$ cat src/rtl/mem_port_arbiter.sv
// Shares one fixed-latency memory port between instruction fetch and load/store.
// Data has priority; a bounded streak counter guarantees a pending fetch eventually wins.
module mem_port_arbiter #(
    parameter int AW         = 64,
    parameter int DW         = 64,
    parameter int MEM_LAT    = 2,
    parameter int STARVE_MAX = 3
) (
    input  logic          clk,
    input  logic          rst,
    input  logic          if_req,
    input  logic [AW-1:0] if_addr,
    output logic          if_gnt,
    output logic          if_done,
    output logic [31:0]   if_rdata,
    input  logic          d_req,
    input  logic          d_we,
    input  logic [AW-1:0] d_addr,
    input  logic [DW-1:0] d_wdata,
    output logic          d_gnt,
    output logic          d_done,
    output logic [DW-1:0] d_rdata,
    output logic [AW-1:0] mem_addr,
    output logic [DW-1:0] mem_wdata,
    output logic          mem_wr,
    input  logic [DW-1:0] mem_rdata,
    output logic          busy
);

    typedef enum logic [1:0] {
        IDLE   = 2'd0,
        ACCESS = 2'd1,
        DONE   = 2'd2
    } state_t;

    localparam int CW = (MEM_LAT > 1) ? $clog2(MEM_LAT) : 1;
    localparam int SW = (STARVE_MAX > 0) ? $clog2(STARVE_MAX + 1) : 1;
    localparam logic [CW-1:0] LAST_CNT   = CW'(MEM_LAT - 1);
    localparam logic [SW-1:0] STARVE_LIM = SW'(STARVE_MAX);

    state_t        state_q, state_d;
    logic [CW-1:0] cnt_q, cnt_d;
    logic [SW-1:0] streak_q, streak_d;
    logic [AW-1:0] addr_q, addr_d;
    logic [DW-1:0] wdata_q, wdata_d;
    logic          we_q, we_d;
    logic          id_data_q, id_data_d;
    logic [31:0]   if_rdata_q;
    logic [DW-1:0] d_rdata_q;
    logic          pick_data;
    logic          first_cyc;
    logic          last_cyc;

    always_ff @(posedge clk or negedge rst) begin
        if (!rst) begin
            state_q   <= IDLE;
            cnt_q     <= '0;
            streak_q  <= '0;
            addr_q    <= '0;
            wdata_q   <= '0;
            we_q      <= 1'b0;
            id_data_q <= 1'b0;
        end else begin
            state_q   <= state_d;
            cnt_q     <= cnt_d;
            streak_q  <= streak_d;
            addr_q    <= addr_d;
            wdata_q   <= wdata_d;
            we_q      <= we_d;
            id_data_q <= id_data_d;
        end
    end

    always_comb begin
        state_d   = state_q;
        cnt_d     = cnt_q;
        streak_d  = streak_q;
        addr_d    = addr_q;
        wdata_d   = wdata_q;
        we_d      = we_q;
        id_data_d = id_data_q;
        // Fetch overrides data only once data has won STARVE_MAX times in a row over it.
        pick_data = d_req && !(if_req && (streak_q == STARVE_LIM));
        unique case (state_q)
            IDLE: begin
                if (if_req || d_req) begin
                    state_d   = ACCESS;
                    cnt_d     = '0;
                    id_data_d = pick_data;
                    if (pick_data) begin
                        addr_d  = d_addr;
                        wdata_d = d_wdata;
                        we_d    = d_we;
                        if (if_req && (streak_q != STARVE_LIM)) begin
                            streak_d = streak_q + 1'b1;
                        end
                    end else begin
                        addr_d   = if_addr;
                        wdata_d  = '0;
                        we_d     = 1'b0;
                        streak_d = '0;
                    end
                end
            end
            ACCESS: begin
                if (cnt_q == LAST_CNT) begin
                    state_d = DONE;
                end else begin
                    cnt_d = cnt_q + 1'b1;
                end
            end
            DONE:    state_d = IDLE;
            default: state_d = IDLE;
        endcase
    end

    assign first_cyc = (state_q == ACCESS) && (cnt_q == '0);
    assign last_cyc  = (state_q == ACCESS) && (cnt_q == LAST_CNT);

    always_comb begin
        if_gnt    = 1'b0;
        d_gnt     = 1'b0;
        if_done   = 1'b0;
        d_done    = 1'b0;
        mem_addr  = '0;
        mem_wdata = '0;
        mem_wr    = 1'b0;
        busy      = (state_q != IDLE);
        if (state_q == ACCESS) begin
            mem_addr  = addr_q;
            mem_wdata = wdata_q;
            mem_wr    = first_cyc && we_q;
            if_gnt    = first_cyc && !id_data_q;
            d_gnt     = first_cyc && id_data_q;
        end
        if (state_q == DONE) begin
            if_done = !id_data_q;
            d_done  = id_data_q;
        end
    end

    // Each port's read data holds until that port's next capture.
    always_ff @(posedge clk or negedge rst) begin
        if (!rst) begin
            if_rdata_q <= '0;
            d_rdata_q  <= '0;
        end else if (last_cyc) begin
            if (id_data_q) begin
                d_rdata_q <= mem_rdata;
            end else begin
                if_rdata_q <= mem_rdata[31:0];
            end
        end
    end

    assign if_rdata = if_rdata_q;
    assign d_rdata  = d_rdata_q;

endmodule

$ cat config.mk
export PLATFORM = sky130hd
export DESIGN_NAME = mem_port_arbiter
export DESIGN_NICKNAME = d
export VERILOG_FILES = /design/src/rtl/mem_port_arbiter.sv
export SDC_FILE = /design/constraint.sdc
export NUM_CORES = 1
export LEC_CHECK = 0
export CORE_AREA = 5 5 189 191
export DETAILED_ROUTE_END_ITERATION = 10
export DIE_AREA = 0 0 194 196
export DONT_BUFFER_PORTS = 1
export HOLD_SLACK_MARGIN = 0.12
export SLEW_MARGIN = 20
export SYNTH_ARGS = -nofsm -noshare
export SYNTH_HDL_FRONTEND = slang
export SYNTH_SLANG_ARGS = --single-unit
$ cat constraint.sdc
create_clock -name clk -period 2.7 [get_ports clk]
set_clock_uncertainty 0.05 [all_clocks]
set_input_delay 0.675 -clock clk [delete_from_list [all_inputs] [get_ports clk]]
set_output_delay 0.675 -clock clk [all_outputs]
set_load 0.02 [all_outputs]
After elaboration in Yosys (flattened, before gate mapping) --
Index checks and enable logic that the tools add are counted.
Storage, ports and cells: bits in registers 231, word-level logic and storage cells 58, output and inout bits 230
Operators by class: eq/ne operators 7, add/subtract/negate cells 2, bitwise logic cells 2, reductions and logical operators 20, multiplexer cells 18
Operators with widths (count):
- two-way mux 64 bit | 4
- AND reduction 2 bit | 5
- logical AND 1 bit | 8
- two-way mux 1 bit | 8
- two-way mux 2 bit | 4
- != test 2 bit, second input constant | 3
- == test 2 bit, second input constant | 2
- case mux 2 bit (2 select lines) | 1
- nonzero test 2 bit | 2
- AND reduction 3 bit | 1
- adder 2 x 1 -> 2 bit, second input constant | 1
- == test 2 x 1 -> 1 bit, second input constant | 1
- zero test 1 bit | 2
- zero test 2 bit | 1
- != test 2 x 1 -> 1 bit, second input constant | 1
- NOT 1 bit | 2
- case mux 1 bit (2 select lines) | 1
- adder 1 bit, second input constant | 1
- logical OR 1 bit | 1

Longest topological paths before layout --
word-level depth 6, mapped depth 6

Worst setup path after synthesis --
No wires, ideal clock.
path type reg-to-output, start point reg state_q[1], end point out mem_addr[0], slack 0.580 ns, arrival time 1.395 ns, path buffers 2, required time 1.975 ns, cell stages (with the launch flop) 5, cell sequence dfrtp_1 > and2b_1 > clkbuf_1 > clkbuf_1 > and2_1
On the way: cells in the longest elaborated chain, start to end 2
RTL lines:
- from (decl) | RTL line 41 | state_t state_q, state_d;
- from (signal assigned) | RTL line 64 | state_q <= state_d;
- == test 2 x 1 -> 1 bit | RTL line 129 | if (state_q == ACCESS) begin
- two-way mux 64 bit | RTL line 129
- to (decl) | RTL line 23 | output logic [AW-1:0] mem_addr,
Every way passes these cells.

Final worst setup path --
start point reg state_q[1], end point out mem_wdata[18]
On the way: cells in the longest elaborated chain, start to end 2
RTL lines:
- == test 2 x 1 -> 1 bit | RTL line 129
- two-way mux 64 bit | RTL line 129
- to (decl) | RTL line 24 | output logic [DW-1:0] mem_wdata,
Every way passes these cells.

==> results.toml <==
[yosys]
synth_area_leaders = "dfrtp_1 (58%), mux2_2 (11%), and2_1 (8.2%), a22o_1 (5.7%), nand2_1 (4.9%)"
async_reset_ff_frac = 1.00
synth.most_common_cell = "dfrtp_1"
synth_cell_type_count = 29
syn_avg_cell_area_um2 = 11.3
syn-num-nets = 1141
synth_area_mm2 = 0.00994
synth_top_area_cell = "dfrtp_1"
synthTopCellsByCount = "dfrtp_1 (231), nand2_1 (131), and2_1 (130)"
yosys_warnings = 0
synthFlopType = "dfrtp_1"
yosysTopAreaCellShare = 0.582
synth.ff_latch_count = 231
synthesis.instances = 879
seq_area_frac_synth = 0.582
synth_edf_count = 0

[place]
place_area_mm2 = 0.0105
gp_congestion = 0.859
dp_cells = 1278
port_buffers = 0
pre_cts_ws_ns = 0.401
hpwl_mm = 21.0

[setup_path]
critPathLaunchType = "register"
critical_path_class = "reg2out"
endpoint_kind = "output pin"
required_ns = 1.98
rr_worst_depth = 4
critPathMaxFanout = 52
cp.arrival_ns = 1.88

[die]
rows = 68
core_mm2 = 0.0339
die-height_um = 196
initial_core_util = 0.293
die_w_um = 194
dieArea_mm2 = 0.0380
num_io_pins = 491

[timing]
relSlewSlack = 0.473
worst_slew_pin_slew_ns = 0.790
drv_slew = 0
fin_ws_ns = 0.0979
whs_ns = -0.199
fin_crit_ns = 2.60
grt_setup_unrepaired = "yes"
setup_viol = 0
fmax_mhz = 384
fin_setup_tns_ns = 0
final.period_utilization = 0.964
hold_violations = 231

[final_layout]
area_delta_synth_final_pct = 14.9
final_util = 0.336
stdcell_count = 1325
nNetsFinal = 1114
final_area_mm2 = 0.0114
drive_above_1_share = 0.282

[grt]
grt_pass1_vias = 7328
gr-total-overflow = 0
grt_max_degree = 232
antenna_found_initial = 1
track_usage = 0.149
grt_pass1_wl_mm = 45.6

[clock_network]
numCtsBuffers = 24
cts_tree = "done"
h-tree-depth = 1
clk_pin_slew_ns = 0.06
cts.path.max_buffers = 3
cts_sinks = 231
clock_latency_ns = 0.52
root_buffer = "clkbuf_16"

[run]
maxCapViolCount = 0

[detailed_routing]
wl_per_cell_um = 22.6
drcViolationCount = 0
drt_wl_total_mm = 30.0
antenna_left = 0
via_count = 6742
drtIter0Drc = 257
firstDrtPassIters = 4
drt-vias-per-instance = 5.09

[hold_path]
worst_hold_path_type = "in2async"

[pwr]
p_per_area_mw_per_mm2 = 1490
vdd_ir_drop_max_v = 0.000721
power_leakage_nw = 4.90
power_mw = 17.0

[run_status]
violations = "hold timing"
status = "finished, violations left"
[cells in the final DEF (no fill, tap or decap), types with 2 or more instances in the layout]
master	count
a21o_1	2
a21oi_1	64
a22o_1	65
a31oi_1	64
and2_1	52
and2_2	78
buf_12	8
buf_4	12
clkbuf_1	3
clkbuf_16	25
clkbuf_8	9
clkinv_2	4
dfrtp_1	229
dfrtp_2	2
inv_1	2
mux2_1	2
mux2_2	94
nand2_1	130
nor3b_1	3
o21ai_0	3
[path summary, 6_finish.rpt]
| kind | start | to | slack, ns |
|---|---|---|---|
| worst min-delay path | rst | d_rdata[40] | -0.20 |
| max in group asynchronous | rst | addr_q[11] | 2.49 |
| worst min register to register | wdata_q[15] | wdata_q[15] | 0.44 |
| worst max-delay path | state_q[1] | mem_wdata[18] | 0.1 |
| worst max register to register | state_q[1] | d_rdata[28] | 0.59 |
| min in group clk | d_wdata[17] | wdata_q[17] | 0.23 |
[repair_timing]
item / in CTS / in global routing
buffers inserted: 2 / 0
resized for setup: 79 / 1
endpoints found under the hold margin: 231 / 231
gates cloned: 1 / 0
setup endpoints to repair: 113 / 104
[per-layer routing]
metal | global-route usage | vias up | share of wire
li1 | - | 2998 | -
met1 | 0.179 | 3297 | 0.38
met2 | 0.254 | 395 | 0.49
met3 | 0.0471 | 52 | 0.089
met4 | 0.0521 | 0 | 0.033
met5 | 0 | - | 0
[final cells by class]
type / count / area, um2
Antenna cell: 1 / 2.50
Clock buffer: 37 / 761
Clock inverter: 6 / 57.6
Fill cell: 3374 / 22500
Inverter: 2 / 7.51
Multi-Input combinational cell: 573 / 3990
Sequential cell: 231 / 5780
Tap cell: 455 / 569
Timing Repair Buffer: 20 / 250
[where the power goes]
part	leakage, nW	switching, mW	internal, mW	total, mW
sequential	2.74	2.22	5.25	7.47
combinational	1.75	3.61	2.55	6.16
clock	0.406	1.37	2.02	3.39
total	4.90	7.19	9.82	17.0
[critical path, stage by stage (launching register included)]
cell and delay [ns]:
dfrtp_2 0.47, and2b_4 0.34, buf_12 0.21, and2_1 0.29
[kinds of logic after synthesis]
logic type               Yosys count  synth area share
buffers and inverters             76            0.0322
AO/OA/AOI/OAI                    200             0.135
AND/OR/NAND/NOR                  275             0.142
multiplexers                      96             0.109
adder cells (fa/ha/maj)            1           0.00126
flip-flops                       231             0.582
[registers in the layout, indices dropped and copies added, names as in the netlist]
signal	flops
streak_q	2
cnt_q	1
state_q	2
addr_q	64
id_data_q	1
d_rdata	64
we_q	1
if_rdata	32
wdata_q	64
Power figures use the tool's default switching activity.
==> edit (same settings) <==
Change the parameter `MEM_LAT` from 2 to 4.
--- a/src/rtl/mem_port_arbiter.sv
+++ b/src/rtl/mem_port_arbiter.sv
@@ -5,3 +5,3 @@
     parameter int DW         = 64,
-    parameter int MEM_LAT    = 2,
+    parameter int MEM_LAT    = 4,
     parameter int STARVE_MAX = 3
Check against the original RTL: not equivalent (a bounded check fails within 4 cycles, from zero or initial values and one cycle with rst low).
==> edit against the original RTL <==
  * The flow still finishes with violations (negative hold slack)
  * Setup slack got worse by 0.012 ns
  * Count of clock-buffer cells in the layout increased by 1
  * Fmax shrank 0.45%
  * Via count up 1.9%
  * Non-clock buffer count decreased by 3
  * Utilization decreased by 0.099 points
  * Area after synthesis is 1.1% higher
  * Final area fell by 0.30%
  * Global-route usage grew 0.35 points
  * Sequential cell count increased by 1
  * Routed wire length increased by 2.1%
  * Total power fell by 2.6%
  * Critical path type unchanged
==> edit: results (changes against the original RTL) <==
* Depth of the most critical reg-to-reg path at 5 (+1)
* Post-Synthesis Net Count at 1,148 (+0.61%)
* Critical path destination: mem_wdata[33]
* Vias in the first global route at 7,461 (+1.8%)
* Leak Pwr at 4.89 nW (-0.17%)
* Wire length reported by the detailed router at 30,600 µm (+2.1%)
* Topmost layer with routed signal wires: met5
* Met2 usage at 25.0% (-0.39 points)
* Worst-margin pin slew at 0.922 ns (+0.132 ns)
* Routing usage on met1 at 18.8% (+0.86 points)
* Worst hold-check slack at -0.195 ns (+0.00404 ns)
* Synth cell count leaders: dfrtp_1 (232), nand2_1 (131), and2_1 (130)
* Distinct cell type count after synthesis at 27 (-6.9%)
* Final count of hold timing violations at 174 (-25%)
* Run status: complete, but fails checks
* GRT Total Usage at 15.3% (+0.35 points)
* Compound-cell area share of the yosys netlist at 13.3% (-0.15 points)
* Final Wtd Congestion at 0.819 (-4.6%)
* Detailed-route wire length on metal 1 at 11,800 µm (+2.6%)
* Leading cell types by total area after synthesis: dfrtp_1 (58%), mux2_2 (10%), and2_1 (8.1%)
* Placement Cell Area at 0.0105 mm² (+0.39%)
* Number of buffers added by the clock tree synthesis step at 25 (+4.2%)
* Violated checks: negative hold slack
* Per-cell via count in the routed design at 5.20 (+2.1%)
* Maximum vdd ir drop at 0.623 mV (-14%)
* Met2 wire length at 14,800 µm (-0.17%)
* Register-to-register path setup slack at 0.63 ns (+0.04 ns)
* Met3 track utilization from global routing at 6.15% (+1.4 points)
## edit: cell count changes in the layout (fill, tap and decap cells not counted), moves of 3 or more
cell      change
and2_2       -42
and2_1       +42
buf_4         -4
clkbuf_1      +3
clkinv_2      -3
o21ai_0       -3
and3_1        +3
mux2_1        +3
## edit: power groups by stage
stage	sequential [mW]	clock, mW	combinational (mW)
3_3_place_gp	7.21	0	5.89
2_1_floorplan	6.77	0	4.96
4_1_cts	7.22	3.42	6.09
3_5_place_dp	7.25	0	5.97
6_report	7.19	3.32	6.06
5_1_grt	7.42	3.59	6.58
## edit: critical path, delay by kind of cell, from the launching register on
kind                   cells  cell delay [ns]
and+or+nand+nor            2             0.50
DFF                        1             0.48
buffers and inverters      1             0.37
## edit: worst min-delay path by stage
stage	cells past startpoint	to	from	slack, ns
2_1_floorplan	0	addr_q[0]$_DFFE_PN0P_	rst	0.33
3_3_place_gp	0	addr_q[19]$_DFFE_PN0P_	rst	0.34
3_5_place_dp	0	addr_q[19]$_DFFE_PN0P_	rst	0.33
4_1_cts	0	addr_q[19]$_DFFE_PN0P_	rst	-0.22
5_1_grt	0	addr_q[19]$_DFFE_PN0P_	rst	-0.23
6_report	0	addr_q[19]$_DFFE_PN0P_	rst	-0.20
## edit: area by class of cell
type,count,area [µm²]
Clock buffer,38,744
Clock inverter,3,42.5
Fill cell,3340,22600
Inverter,4,15.0
Multi-Input combinational cell,574,3960
Sequential cell,232,5810
Tap cell,455,569
Timing Repair Buffer,17,244
## edit: logic make-up after synthesis
| family | count (synthesis) |
|---|---|
| compound gates | 199 |
| buf+inv | 78 |
| flops | 232 |
| simple gates | 274 |
| fa+ha+maj | 3 |
| mux | 98 |
